**config.mk**
```make
export PLATFORM = sky130hd
export DESIGN_NAME = vline_fetch
export DESIGN_NICKNAME = d
export VERILOG_FILES = /design/src/rtl/vline_fetch.sv
export SDC_FILE = /design/constraint.sdc
export NUM_CORES = 1
export LEC_CHECK = 0
export ABC_AREA = 0
export BUFFER_PORTS_ARGS = -buffer_cell sky130_fd_sc_hd__buf_2
export CORE_UTILIZATION = 28
export CTS_CLUSTER_SIZE = 28
export DETAILED_ROUTE_END_ITERATION = 10
export PLACE_DENSITY = 0.45
export SETUP_SLACK_MARGIN = 0.3
export SYNTH_ARGS = -nofsm -noshare
export SYNTH_HDL_FRONTEND = slang
export SYNTH_SLANG_ARGS = --single-unit
```
**constraint.sdc**
```tcl
create_clock -name i_clk_mem -period 5.7 [get_ports i_clk_mem]
set_clock_uncertainty 0.1 [all_clocks]
set_input_delay 1.14 -clock i_clk_mem [delete_from_list [all_inputs] [get_ports i_clk_mem]]
set_output_delay 1.14 -clock i_clk_mem [all_outputs]
set_load 0.01 [all_outputs]
```
**src/rtl/vline_fetch.sv**
```systemverilog
// Memory-clock line fetcher: issues fixed-length burst reads for one video line
// and streams the returned pixels into the line buffer as registered write strobes.
module vline_fetch #(
    parameter int unsigned ADDR_W      = 22,
    parameter int unsigned LINE_PIXELS = 320,
    parameter int unsigned BURST_LEN   = 32,
    parameter int unsigned LINE_STRIDE = 320,
    parameter int unsigned FRAME_BASE  = 0
) (
    input  logic              i_clk_mem,
    input  logic              i_reset,
    input  logic              i_frame_start,
    input  logic              i_line_req,
    output logic              o_rd_req,
    output logic [ADDR_W-1:0] o_rd_addr,
    input  logic              i_rd_ack,
    input  logic              i_rd_valid,
    input  logic [11:0]       i_rd_data,
    output logic              o_vdata_reset,
    output logic              o_vdata_valid,
    output logic [11:0]       o_vdata,
    output logic              o_busy,
    output logic              o_line_done,
    output logic              o_overrun
);

    localparam int unsigned PIX_W  = 10;
    localparam int unsigned BEAT_W = 9;

    typedef enum logic [2:0] {
        IDLE,
        CLEAR,
        REQ,
        DATA,
        DONE
    } state_t;

    state_t             state;
    logic [ADDR_W-1:0]  line_addr;
    logic [PIX_W-1:0]   pix_cnt;
    logic [BEAT_W-1:0]  beat_cnt;
    logic [PIX_W-1:0]   pix_next;

    assign pix_next = pix_cnt + PIX_W'(1);

    always_ff @(posedge i_clk_mem) begin
        if (i_reset) begin
            state         <= IDLE;
            line_addr     <= ADDR_W'(FRAME_BASE);
            pix_cnt       <= '0;
            beat_cnt      <= '0;
            o_rd_req      <= 1'b0;
            o_rd_addr     <= '0;
            o_vdata_reset <= 1'b0;
            o_vdata_valid <= 1'b0;
            o_vdata       <= '0;
            o_busy        <= 1'b0;
            o_line_done   <= 1'b0;
            o_overrun     <= 1'b0;
        end else begin
            o_vdata_reset <= 1'b0;
            o_vdata_valid <= 1'b0;
            o_line_done   <= 1'b0;
            o_overrun     <= 1'b0;

            case (state)
                IDLE: begin
                    if (i_line_req) begin
                        state         <= CLEAR;
                        pix_cnt       <= '0;
                        o_vdata_reset <= 1'b1;
                        o_busy        <= 1'b1;
                    end
                end
                CLEAR: begin
                    state     <= REQ;
                    o_rd_req  <= 1'b1;
                    o_rd_addr <= line_addr + ADDR_W'(pix_cnt);
                end
                REQ: begin
                    if (i_rd_ack) begin
                        state    <= DATA;
                        o_rd_req <= 1'b0;
                        beat_cnt <= '0;
                    end
                end
                DATA: begin
                    // The burst ends on its last accepted beat, so the next request
                    // rises one cycle later, in parallel with the final write strobe.
                    if (i_rd_valid) begin
                        o_vdata_valid <= 1'b1;
                        o_vdata       <= i_rd_data;
                        beat_cnt      <= beat_cnt + BEAT_W'(1);
                        pix_cnt       <= pix_next;
                        if (beat_cnt == BEAT_W'(BURST_LEN - 1)) begin
                            if (pix_next == PIX_W'(LINE_PIXELS)) begin
                                state       <= DONE;
                                o_line_done <= 1'b1;
                            end else begin
                                state     <= REQ;
                                o_rd_req  <= 1'b1;
                                o_rd_addr <= line_addr + ADDR_W'(pix_next);
                            end
                        end
                    end
                end
                DONE: begin
                    state     <= IDLE;
                    line_addr <= line_addr + ADDR_W'(LINE_STRIDE);
                    o_busy    <= 1'b0;
                end
                default: begin
                    state  <= IDLE;
                    o_busy <= 1'b0;
                end
            endcase

            if (i_line_req && state != IDLE) begin
                o_overrun <= 1'b1;
            end

            // Frame restart overrides everything above except a write strobe already
            // captured this cycle; a simultaneous line request is then taken from IDLE.
            if (i_frame_start) begin
                line_addr   <= ADDR_W'(FRAME_BASE);
                pix_cnt     <= '0;
                beat_cnt    <= '0;
                o_rd_req    <= 1'b0;
                o_line_done <= 1'b0;
                o_overrun   <= 1'b0;
                if (i_line_req) begin
                    state         <= CLEAR;
                    o_vdata_reset <= 1'b1;
                    o_busy        <= 1'b1;
                end else begin
                    state  <= IDLE;
                    o_busy <= 1'b0;
                end
            end
        end
    end

endmodule

```
=== Yosys cells after proc, flatten, opt, wreduce, memory -nomap -nowiden ===
Index checks and enable logic that the tools add are counted.

* Add/subtract/negate cells: 5
* Equality and inequality tests: 16
* Mux-type cells: 33
* Bitwise operators: 3
* Reductions and logical operators: 18

{| class="wikitable"
|+ Operator list
! kind !! number
|-
| 22-bit two-way mux || 3
|-
| 22-bit by 10-bit adder with 22-bit output || 2
|-
| 22-bit case mux with 2 select lines || 1
|-
| 22-bit by 9-bit adder with 22-bit output (second input constant) || 1
|-
| 10-bit two-way mux || 2
|-
| 10-bit case mux with 2 select lines || 1
|-
| 3-bit two-way mux || 6
|-
| 9-bit two-way mux || 2
|-
| 9-bit case mux with 2 select lines || 1
|-
| 1-bit two-way mux || 14
|-
| 3-bit inequality test (second input constant) || 4
|-
| 3-bit case mux with 4 select lines || 1
|-
| 10-bit by 1-bit adder with 10-bit output (second input constant) || 1
|-
| 10-bit by 9-bit equality test with 1-bit output (second input constant) || 1
|-
| 2-bit inequality test (second input constant) || 5
|-
| 9-bit by 1-bit adder with 9-bit output (second input constant) || 1
|-
| 9-bit by 5-bit equality test with 1-bit output (second input constant) || 1
|-
| 4-bit AND reduction || 2
|-
| 3-bit by 2-bit equality test with 1-bit output (second input constant) || 2
|-
| 3-bit AND reduction || 2
|-
| 2-bit nonzero test || 3
|-
| 3-bit nonzero test || 2
|-
| 5-bit AND reduction || 1
|-
| 5-bit OR reduction || 1
|-
| other kinds (11) || 15
|}

* Bits in registers: 84
* Bits of input ports: 18
* Output and inout bits: 40
* Word-level logic and storage cells: 87

=== Logic depth before layout (Yosys ltp) ===
Gate-level depths: netlist of the first run.

* Depth after elaboration: 7
* Gate-level depth with buffers: 13
* Mapped depth without buffers: 13

=== Least setup slack after synthesis of the first run ===
OpenSTA, ideal clock, no wires.

* Path type: register to register
* Start: register pix_cnt[1]
* End: register o_rd_addr[10]
* Setup time: 0.072 ns
* Data arrival time: 2.816 ns
* Data required time: 5.528 ns
* Setup slack: 2.712 ns
* Stages on the path, launching flop included: 14
* Buffers on the path: 0
* Clock period less this slack: 2.988 ns
* Cells stage by stage: dfxtp_1 ha_1 nand2_1 nor2_1 nand2_1 xnor2_1 ha_1 inv_1 fa_1 nand2b_1 a21boi_0 nor3_1 or3b_2 mux2i_1

* Cells in the longest elaborated chain, start to end: 6
* Elaborated cells on any way between the ends: 10
* Those cells by class: 3 x add/sub; 2 x eq/ne; 4 x mux; 1 x reduce/logical

{| class="wikitable"
|+ Ends and longest elaborated chain
! element !! line !! text
|-
| from (decl) || 40 || <nowiki>logic [PIX_W-1:0] pix_cnt;</nowiki>
|-
| from (signal assigned) || 94 || <nowiki>pix_cnt <= pix_next;</nowiki>
|-
| 10-bit by 1-bit adder with 10-bit output || 44 || <nowiki>assign pix_next = pix_cnt + PIX_W'(1);</nowiki>
|-
| 22-bit by 10-bit adder with 22-bit output || 102 || <nowiki>o_rd_addr <= line_addr + ADDR_W'(pix_next);</nowiki>
|-
| 22-bit two-way mux || 96 || <nowiki>if (pix_next == PIX_W'(LINE_PIXELS)) begin</nowiki>
|-
| 22-bit two-way mux || 95 || <nowiki>if (beat_cnt == BEAT_W'(BURST_LEN - 1)) begin</nowiki>
|-
| 22-bit two-way mux || 90 || <nowiki>if (i_rd_valid) begin</nowiki>
|-
| 22-bit case mux with 2 select lines || 66 || <nowiki>case (state)</nowiki>
|-
| to (signal assigned) || 78 || <nowiki>o_rd_addr <= line_addr + ADDR_W'(pix_cnt);</nowiki>
|-
| to (signal assigned) || 102 ||
|-
| to (decl) || 15 || <nowiki>output logic [ADDR_W-1:0] o_rd_addr,</nowiki>
|}

Parallel ways exist; a longest one is shown, timed or not. The select of a mux whose other input is x is not followed.
A chain may end at the register's enable or synchronous reset.

=== Final worst setup path of the first run ===
* Start: register pix_cnt[1]
* End: register o_rd_addr[19]

Same word-level chain as after synthesis.

==> results of run 1 <==
per-layer routing:
layer  GRT usage (%)  up-vias  wire [um]
met3           4.511        8        367
met4           5.478        0        125
met1           17.10     1576       4564
met5               0        -          0
met2           24.22       66       4789
li1                -     1742          -
power breakdown:
part	internal, W	total (W)	switching [W]	leakage, nW
logic	0.0000242	0.0000632	0.0000390	1.02
registers	0.000553	0.000558	0.00000556	0.630
clock network	0.000384	0.000614	0.000230	0.146
sequential cells by signal, indices dropped and copies added (netlist names):
register and count:
o_busy 1, pix_cnt 10, o_overrun 1, o_line_done 1, o_vdata_reset 1, o_vdata 12, o_rd_req 1, o_rd_addr 22
state 3, line_addr 16, o_vdata_valid 1, beat_cnt 9
worst max-delay path: cells and delay by family (launching register included):
family	cells	cell delay (ns)
muxes	1	0.17
adders and majority gates	2	0.58
DFF	1	0.43
AOI/OAI and AO/OA	4	1.25
and+or+nand+nor	4	0.71
xor gates and xnor gates	1	0.18
stage by stage:
step	total power [W]	hold slack [ns]	worst slack, ns	cell area [um^2]	instances
finish	0.001236	0.3553	2.203	4661	694
global route	0.001288	0.3786	1.831	4661	694
CTS	0.001262	0.3583	2.213	4661	694
detailed placement	0.0006348	0.3477	2.254	4344	678
global placement	0.0006349	0.3402	2.293	4344	678
floorplan	0.0006129	0.3634	2.712	3991	476
area by class of cell:
type | instances | area (um^2) | area share (%)
multi-input combinational | 352 | 2231 | 47.87
inverter | 11 | 41.29 | 0.8859
tap | 180 | 225.2 | 4.832
timing repair buffer | 57 | 285.3 | 6.121
sequential | 78 | 1562 | 33.50
clock buffer | 11 | 232.7 | 4.993
clock inverter | 5 | 83.83 | 1.799
cell usage in the layout (no fill, tap or decap), types with 5 or more instances in the layout:
cell	n
dfxtp_1	78
nand2_1	60
buf_2	57
nor2_1	39
a21oi_1	38
o21ai_0	28
xnor2_1	17
mux2i_1	16
nor3_1	13
or3_1	12
nand3_1	10
inv_1	10
o211ai_1	10
xor2_1	9
and3_1	9
o211a_1	9
clkbuf_16	9
ha_1	8
nor4_1	7
nand4_1	6
o21a_1	5
o31a_1	5
kinds of logic after synthesis:
| family | synth area share [%] |
|---|---|
| AOI/OAI and AO/OA | 19.50 |
| DFF | 39.12 |
| xor gates and xnor gates | 5.705 |
| adders and majority gates | 3.010 |
| and+or+nand+nor | 23.39 |
| buffers and inverters | 4.984 |
| muxes | 4.295 |
how the worst max path moves through the flow:
stage,end,slack [ns],cells past startpoint
2_1_floorplan,o_rd_addr[10]$_SDFFE_PP0P_,2.71,13
3_3_place_gp,o_rd_addr[19]$_SDFFE_PP0P_,2.29,12
3_5_place_dp,o_rd_addr[13]$_SDFFE_PP0P_,2.25,12
4_1_cts,o_rd_addr[19]$_SDFFE_PP0P_,2.21,12
5_1_grt,o_rd_addr[17]$_SDFFE_PP0P_,1.83,12
6_report,o_rd_addr[19]$_SDFFE_PP0P_,2.20,12
==> impl_metrics.json, run 1 <==
{
  "max-vdd-ir-drop_v": 0.0001840,
  "arrival_ns": 3.67,
  "diodes": 0,
  "synth_top_area_share_pct": 39.12,
  "r2r_end": "o_rd_addr[19]$_SDFFE_PP0P_",
  "cts_tree": "built",
  "cts_buffer_depth": 2,
  "hold_depth": 2,
  "synth_flop_cell": "dfxtp_1",
  "ff2ff_path_depth": 12,
  "critPathCaptureType": "flop",
  "synth-seq-cells": 78,
  "port_buffers": 57,
  "max_freq_ghz": 0.2860,
  "synthTopCellsByArea": "dfxtp_1 (39%), nand2_1 (5.6%), a21oi_1 (4.8%)",
  "hp-class": "reg2reg",
  "fill_cells": 1499,
  "yosysTopAreaCell": "dfxtp_1",
  "critPathMaxFanout": 12,
  "worstHoldStart": "o_vdata[4]$_SDFFE_PP0P_",
  "grt_pass1_vias": 3178,
  "cts_hold_buf": 0,
  "finalCriticalPeriod_ns": 3.497,
  "maxCapViolCount": 0,
  "path_cells": "ha_1 > nand2_1 > nor2_1 > nand2_1 > nor2_1 > xor2_1 > ha_1 > o21a_1 > a21oi_1 > o31a_1 > o21ai_0 > mux2i_1",
  "yosys_warnings": 0,
  "synth_cells": 476,
  "core_area_um2": 13880,
  "reg2reg_from": "pix_cnt[1]$_SDFFE_PP0P_",
  "synth_edf_count": 0,
  "worstSetupStartpointType": "flop",
  "yosysSeqAreaShare_pct": 39.12,
  "leakage_nw": 1.796,
  "place_congestion": 0.8282,
  "synthTopCellsByCount": "dfxtp_1 (78), nand2_1 (60), nor2_1 (39), a21oi_1 (38), o21ai_0 (28)",
  "grt_pass1_wl_um": 16240,
  "synthesis.area_um2": 3991,
  "clk_pin_slew_ns": 0.06,
  "cts_setup_buffers": 0,
  "start_util_pct": 28.75,
  "routed_via_density": 4.888,
  "tns_ns": 0,
  "status": "finished clean",
  "cts_sinks": 78,
  "die_y_um": 121.4,
  "whs_endpoint": "o_vdata[4]$_SDFFE_PP0P_",
  "worstSetupPathType": "reg2reg",
  "placementRows": 43,
  "grt_usage_pct": 14.45,
  "drt_iter0_markers": 219,
  "drive_gt1_share_pct": 15.95,
  "finalHoldViolCount": 0,
  "vias": 3392,
  "antenna_left": 0,
  "io_pins": 58,
  "cts_inserted_buffers": 9,
  "overflow": 0,
  "drt-pass1-iter-count": 4,
  "utilization_pct": 33.58,
  "maxSlewViolCount": 0,
  "htreeDepth": 3,
  "wl_um": 9846,
  "setup_viol_count_final": 0,
  "rsz0062_at_grt": "no",
  "drc": 0,
  "routedWlPerCell_um": 14.19,
  "hpwl_um": 6895,
  "synthToLayoutAreaGrowth_pct": 16.77,
  "worst_slew_pin_slew_ns": 1.117,
  "fin_crit_sh_pct": 61.35,
  "yosysMostFrequentCell": "dfxtp_1",
  "cpPeakStageDelay_ns": 0.74,
  "avgSynthCellArea_um2": 8.385,
  "p_per_area_nw_per_um2": 265.1,
  "synthArstFlopShare_pct": 0,
  "ctsResizeCount": 0,
  "dieArea_um2": 14740,
  "grt_max_degree": 35,
  "antenna_found_initial": 0,
  "cp_data_required_time_ns": 5.87,
  "rrSetupSlack_ns": 2.20,
  "slowest_stage": "a21oi_1",
  "die_w_um": 121.4,
  "ys_types": 53,
  "syn_nets": 503,
  "nets": 536,
  "cts_root_buffer": "clkbuf_16",
  "clk_latency_ns": 0.34,
  "max_slew_margin_pct": 25.42,
  "crit_start": "pix_cnt[1]$_SDFFE_PP0P_"
}
(Power assumes the default switching activity.)
==> inputs of run 2 (changes only) <==
--- a/config.mk
+++ b/config.mk
@@ -5,7 +5,7 @@
 export SDC_FILE = /design/constraint.sdc
 export NUM_CORES = 1
 export LEC_CHECK = 0
-export ABC_AREA = 0
+export ABC_AREA = 1
 export BUFFER_PORTS_ARGS = -buffer_cell sky130_fd_sc_hd__buf_2
 export CORE_UTILIZATION = 28
 export CTS_CLUSTER_SIZE = 28
==> constraint.sdc (replaced) <==
create_clock -name i_clk_mem -period 3.5 [get_ports i_clk_mem]
set_clock_uncertainty 0.1 [all_clocks]
set_input_delay 0.7 -clock i_clk_mem [delete_from_list [all_inputs] [get_ports i_clk_mem]]
set_output_delay 0.7 -clock i_clk_mem [all_outputs]
set_load 0.01 [all_outputs]
==> run 2 against run 1 <==
Against the previous run: final cell count increased by 17%; clock-buffer cell count increased by 1; sequential power increased by 69%; synthesized cell count increased by 20%; final area increased by 2.1%.
==> impl_metrics.json, run 2 <==
{
  "status": "finished clean",
  "tns_ns": 0,
  "routed_via_density": 4.497,
  "top_regs": "o_rd_addr (22), line_addr (16), o_vdata (12)",
  "maxCapViolCount": 0,
  "finalHoldViolCount": 0,
  "worst_slew_pin_slew_ns": 0.5745,
  "htreeDepth": 3,
  "yosys_warnings": 0,
  "worstHoldStart": "o_rd_req$_SDFFE_PP0P_",
  "layout_commonest_cell": "nand2_1",
  "dieArea_um2": 14850,
  "hpwl_um": 7423,
  "critPathCaptureType": "flop",
  "diodes": 0,
  "drc": 0,
  "internal-power_w": 0.001518,
  "synth_top_area_share_pct": 38.81,
  "synthArstFlopShare_pct": 0,
  "hp-class": "reg2reg",
  "critPathMaxFanout": 6,
  "ff2ff_path_depth": 17,
  "reg2reg_from": "pix_cnt[0]$_SDFFE_PP0P_",
  "core_area_um2": 13930,
  "worstSetupStartpointType": "flop",
  "p_per_area_nw_per_um2": 425.5,
  "synth_edf_count": 0,
  "cts_hold_buf": 0,
  "layout_common_cells": "nand2_1 (120), nor2_1 (86), dfxtp_1 (77)",
  "max_freq_ghz": 0.3488,
  "overflow": 0,
  "placementRows": 43,
  "grt_pass1_vias": 3560,
  "cp_data_required_time_ns": 3.63,
  "largest_reg_flops": 22,
  "clk_latency_ns": 0.34,
  "r2r_end": "o_rd_addr[15]$_SDFFE_PP0P_",
  "yosysMostFrequentCell": "nand2_1",
  "io_pins": 58,
  "cts_root_buffer": "clkbuf_16",
  "avgSynthCellArea_um2": 7.035,
  "die_y_um": 121.9,
  "synthTopCellsByCount": "nand2_1 (121), nor2_1 (87), dfxtp_1 (78), a21oi_1 (63), inv_1 (54)",
  "wl_um": 9936,
  "routedWlPerCell_um": 12.25,
  "fill_cells": 1539,
  "synthTopCellsByArea": "dfxtp_1 (39%), nand2_1 (11%), nor2_1 (8.1%)",
  "crit_start": "pix_cnt[0]$_SDFFE_PP0P_",
  "total_power_w": 0.002026,
  "leakage_nw": 2.052,
  "cts_buffer_depth": 2,
  "combinationalPowerShare_pct": 10.2,
  "synth-seq-cells": 78,
  "arrival_ns": 3.00,
  "fin_crit_sh_pct": 81.92,
  "yosysSeqAreaShare_pct": 38.81,
  "nets": 654,
  "syn_nets": 599,
  "synth_flop_cell": "dfxtp_1",
  "cts_tree": "built",
  "port_buffers": 57,
  "p_sw_share_pct": 25.07,
  "clk_pin_slew_ns": 0.06,
  "drive_gt1_share_pct": 19.02,
  "power.switching_w": 0.0005080,
  "rsz0062_at_grt": "no",
  "whs_endpoint": "o_rd_req$_SDFFE_PP0P_",
  "ys_types": 41,
  "max-vdd-ir-drop_v": 0.0002101,
  "vias": 3647,
  "die_w_um": 121.9,
  "grt_usage_pct": 14.45,
  "synthToLayoutAreaGrowth_pct": 18.31,
  "worstSetupPathType": "reg2reg",
  "place_congestion": 0.8635,
  "cts_inserted_buffers": 9,
  "p_clk_share_pct": 43.3,
  "rrSetupSlack_ns": 0.63,
  "max_slew_margin_pct": 61.61,
  "cts_sinks": 78,
  "antenna_found_initial": 0,
  "finalCriticalPeriod_ns": 2.867,
  "antenna_left": 0,
  "grt_max_degree": 44,
  "drt-pass1-iter-count": 4,
  "start_util_pct": 28.88,
  "seqPwrFrac_pct": 46.5,
  "synth_cells": 572,
  "grt_pass1_wl_um": 16960,
  "hold_depth": 2,
  "setup_viol_count_final": 0,
  "yosysTopAreaCell": "dfxtp_1",
  "largest-register": "o_rd_addr",
  "maxSlewViolCount": 0,
  "synthesis.area_um2": 4024,
  "drt_iter0_markers": 175
}
[run 2: power by group through the flow]
stage | Combinational, W | Sequential, W | Clock, W
2_1_floorplan | 0.000125 | 0.000973 | 0
3_3_place_gp | 0.000212 | 0.000959 | 0
3_5_place_dp | 0.000212 | 0.000961 | 0
4_1_cts | 0.000212 | 0.000942 | 0.000907
5_1_grt | 0.000240 | 0.000946 | 0.000949
6_report | 0.000207 | 0.000941 | 0.000878
[run 2: logic make-up after synthesis]
group,count (synthesis),share of synthesized area [%]
AND/OR/NAND/NOR,289,33.40
AO/OA/AOI/OAI,105,13.71
buffers and inverters,79,8.488
flip-flops,78,38.81
XOR/XNOR,12,2.612
adder cells (fa/ha/maj),9,2.985
[run 2: worst max-delay path by stage]
stage | slack (ns) | end
6_report | 0.63 | o_rd_addr[15]$_SDFFE_PP0P_
5_1_grt | 0.31 | o_rd_addr[14]$_SDFFE_PP0P_
4_1_cts | 0.35 | o_rd_addr[14]$_SDFFE_PP0P_
3_5_place_dp | 0.38 | o_rd_addr[14]$_SDFFE_PP0P_
3_3_place_gp | 0.44 | o_rd_addr[14]$_SDFFE_PP0P_
2_1_floorplan | 0.72 | o_rd_addr[14]$_SDFFE_PP0P_
[run 2: cell type report]
| class | instances | area, um^2 | share of cell area [%] |
|---|---|---|---|
| Clock inverter | 3 | 20.02 | 0.4205 |
| Multi-Input combinational cell | 415 | 2137 | 44.89 |
| Timing Repair Buffer | 64 | 337.8 | 7.096 |
| Clock buffer | 12 | 256.5 | 5.388 |
| Inverter | 59 | 221.5 | 4.652 |
| Sequential cell | 78 | 1563 | 32.83 |
| Tap cell | 180 | 225.2 | 4.731 |
[run 2: metal layers]
metal	part of all wire (%)	track usage, %
met5	0	0
met4	1.4	4.398
met3	4.0	3.745
met2	48	25.00
met1	47	17.37
[run 2: timing repair]
action / in CTS / in global routing
gates resized for setup: 0 / 5
setup buffers: 0 / 0
setup endpoints to repair: 0 / 5
[run 2: stage by stage]
stage,util [%],setup WS (ns),hold slack [ns],instance area (um^2),std cells
after detailed placement,32.11,0.3804,0.3603,4474,796
after floorplan,-,0.7179,0.3524,4024,572
final,34.17,0.6327,0.3570,4761,811
after global placement,32.11,0.4427,0.3562,4474,796
after global routing,34.17,0.3109,0.3900,4761,811
after CTS,34.09,0.3492,0.3694,4751,811
[run 2: critical path: stages (launching register included)]
cell	delay (ns)
dfxtp_1	0.39
ha_1	0.20
nand2_2	0.11
nor2_2	0.17
nand2_1	0.08
nand2_2	0.07
nand2_2	0.07
o21ai_0	0.25
ha_1	0.33
a21oi_1	0.19
nand2_1	0.09
nand2_1	0.10
nand2_1	0.12
nand2_1	0.10
xor2_1	0.17
nand3_2	0.08
nand2_1	0.09
nor2_1	0.04
==> inputs of run 3 (changes only) <==
==> constraint.sdc (replaced) <==
create_clock -name i_clk_mem -period 2.8 [get_ports i_clk_mem]
set_clock_uncertainty 0.1 [all_clocks]
set_input_delay 0.56 -clock i_clk_mem [delete_from_list [all_inputs] [get_ports i_clk_mem]]
set_output_delay 0.56 -clock i_clk_mem [all_outputs]
set_load 0.01 [all_outputs]
==> run 3 against run 2 <==
Against the previous run: register-to-register slack lost 0.40 ns; core utilization grew 2.9 points; sequential cell count is the same; routed wire length grew 8.3%; combinational power grew 33%; final cell count grew 2.3%.
==> impl_metrics.json, run 3 (synthesis results as in run 2) <==
{
  "finalCriticalPeriod_ns": 2.568,
  "path_delay_family": "simple AND/OR/NAND/NOR gates",
  "fin_crit_sh_pct": 91.70,
  "worstSetupPathType": "reg2reg",
  "diodes": 0,
  "busiest_layer": "met2",
  "cts_tree": "built",
  "die_y_um": 121.9,
  "clk_pin_slew_ns": 0.06,
  "path_depth": 17,
  "cts_inserted_buffers": 9,
  "internal-power_w": 0.002064,
  "grt_usage_pct": 15.42,
  "cpPeakStageDelay_ns": 0.36,
  "largest-register": "o_rd_addr",
  "total_power_w": 0.002740,
  "grt_pass1_wl_um": 17600,
  "core_area_um2": 13930,
  "hold_depth": 2,
  "leakage_nw": 2.232,
  "dieArea_um2": 14850,
  "largest_reg_flops": 22,
  "instances_no_fill": 830,
  "placed_area_um2": 4568,
  "ff2ff_path_depth": 17,
  "drt-pass1-iter-count": 4,
  "nets": 672,
  "antenna_found_initial": 0,
  "cpMostUsedCell": "nand2_1",
  "setup_viol_count_final": 0,
  "crit_buf_inv": 1,
  "htreeDepth": 3,
  "die_w_um": 121.9,
  "max_slew_margin_pct": 56.59,
  "drive_gt1_share_pct": 26.92,
  "whs_ns": 0.3301,
  "combinationalPowerShare_pct": 10.1,
  "routed_via_density": 4.561,
  "placementRows": 43,
  "overflow": 0,
  "start_util_pct": 28.88,
  "worst_slew_pin_slew_ns": 0.6487,
  "grt_max_degree": 40,
  "drc": 0,
  "cts_sinks": 78,
  "finalHoldViolCount": 0,
  "maxCapViolCount": 0,
  "synthToLayoutAreaGrowth_pct": 28.30,
  "top_regs": "o_rd_addr (22), line_addr (16), o_vdata (12)",
  "clk_latency_ns": 0.35,
  "grt_pass1_vias": 3557,
  "arrival_ns": 2.71,
  "use_met2_pct": 26.13,
  "p_sw_share_pct": 24.67,
  "antenna_left": 0,
  "slowest_stage": "dfxtp_2",
  "routedWlPerCell_um": 12.96,
  "cts_buffer_depth": 2,
  "layout_common_cells": "nand2_1 (114), nor2_1 (83), dfxtp_1 (71)",
  "rsz0062_at_grt": "yes",
  "status": "finished clean",
  "critPathMaxFanout": 4,
  "critPathCaptureType": "flop",
  "finalInstanceArea_um2": 5162,
  "layout_commonest_cell": "nand2_1",
  "p_clk_share_pct": 47.1,
  "seqPwrFrac_pct": 42.8,
  "cp_data_required_time_ns": 2.94,
  "place_congestion": 0.8344,
  "vias": 3786,
  "placed_cells": 804,
  "cts_root_buffer": "clkbuf_16",
  "io_pins": 58,
  "max_freq_ghz": 0.3895,
  "drt_iter0_markers": 164,
  "wl_um": 10760,
  "hp-class": "in2reg",
  "hpwl_um": 7626,
  "path_cells": "ha_4 > nand2_4 > nor2_4 > nor2_2 > nor2_2 > nand2_1 > nand2_1 > ha_2 > inv_2 > fa_2 > o21ai_4 > nand2_4 > nor2_4 > xor2_1 > nand3_2 > nand2_1 > nor2_1",
  "cts_hold_buf": 0,
  "maxSlewViolCount": 0,
  "port_buffers": 57,
  "max-vdd-ir-drop_v": 0.0003871,
  "met3_usage_pct": 4.073,
  "gr-usage-met1_pct": 18.23,
  "worstSetupStartpointType": "flop",
  "power.switching_w": 0.0006760,
  "p_per_area_nw_per_um2": 530.7
}
run 3: cell count changes in the layout (fill, tap and decap cells not counted), sizes merged:
| cell | change |
|---|---|
| clkinv | +1 |
| clkbuf | -2 |
| buf | +18 |
| bufinv | +2 |
run 3: area by class of cell:
class / instances / area [um^2]
Timing Repair Buffer: 82 / 489.2
Clock inverter: 6 / 85.08
Fill cell: 1507 / 8772
Clock buffer: 10 / 239.0
Multi-Input combinational cell: 415 / 2330
Inverter: 59 / 221.5
Tap cell: 180 / 225.2
Sequential cell: 78 / 1573
run 3: per-layer routing:
metal / wire length (um) / vias to the layer above / share of wire [%]
met4: 205 / 0 / 1.9
met2: 5160 / 77 / 48
met3: 422 / 14 / 3.9
met1: 4969 / 1692 / 46
li1: - / 2003 / -
met5: 0 / - / 0
run 3: per-stage QoR:
| step | utilization (%) | setup TNS, ns | setup slack (ns) |
|---|---|---|---|
| finish | 37.05 | 0 | 0.2323 |
| global route | 37.05 | 0 | 0.04200 |
| CTS | 36.05 | 0 | 0.1716 |
| detailed placement | 32.78 | -0.1911 | -0.06329 |
| global placement | 32.78 | -0.01389 | -0.01389 |
| floorplan | - | 0 | 0.3037 |
run 3: worst paths after layout:
check / slack [ns] / from / end
worst max-delay path: 0.23 / pix_cnt[0]$_SDFFE_PP0P_ / o_rd_addr[14]$_SDFFE_PP0P_
worst min register to register: 0.36 / o_rd_req$_SDFFE_PP0P_ / o_rd_req$_SDFFE_PP0P_
worst max register to register: 0.23 / pix_cnt[0]$_SDFFE_PP0P_ / o_rd_addr[14]$_SDFFE_PP0P_
worst min-delay path: 0.33 / i_reset / o_vdata_valid$_SDFF_PP0_
run 3: power groups by stage:
stage	clock network [W]	registers (W)	logic (W)
final	0.00129	0.00117	0.000276
after global routing	0.00138	0.00118	0.000315
after CTS	0.00133	0.00117	0.000279
after detailed placement	0	0.00120	0.000276
after global placement	0	0.00120	0.000276
after floorplan	0	0.00122	0.000157
run 3: timing repair:
item / 4_1_cts / 5_1_grt
pin swaps: 17 / 9
buffers inserted: 7 / 3
gates resized for setup: 24 / 24
hold endpoints to repair: 0 / 0
setup endpoints to repair: 13 / 13
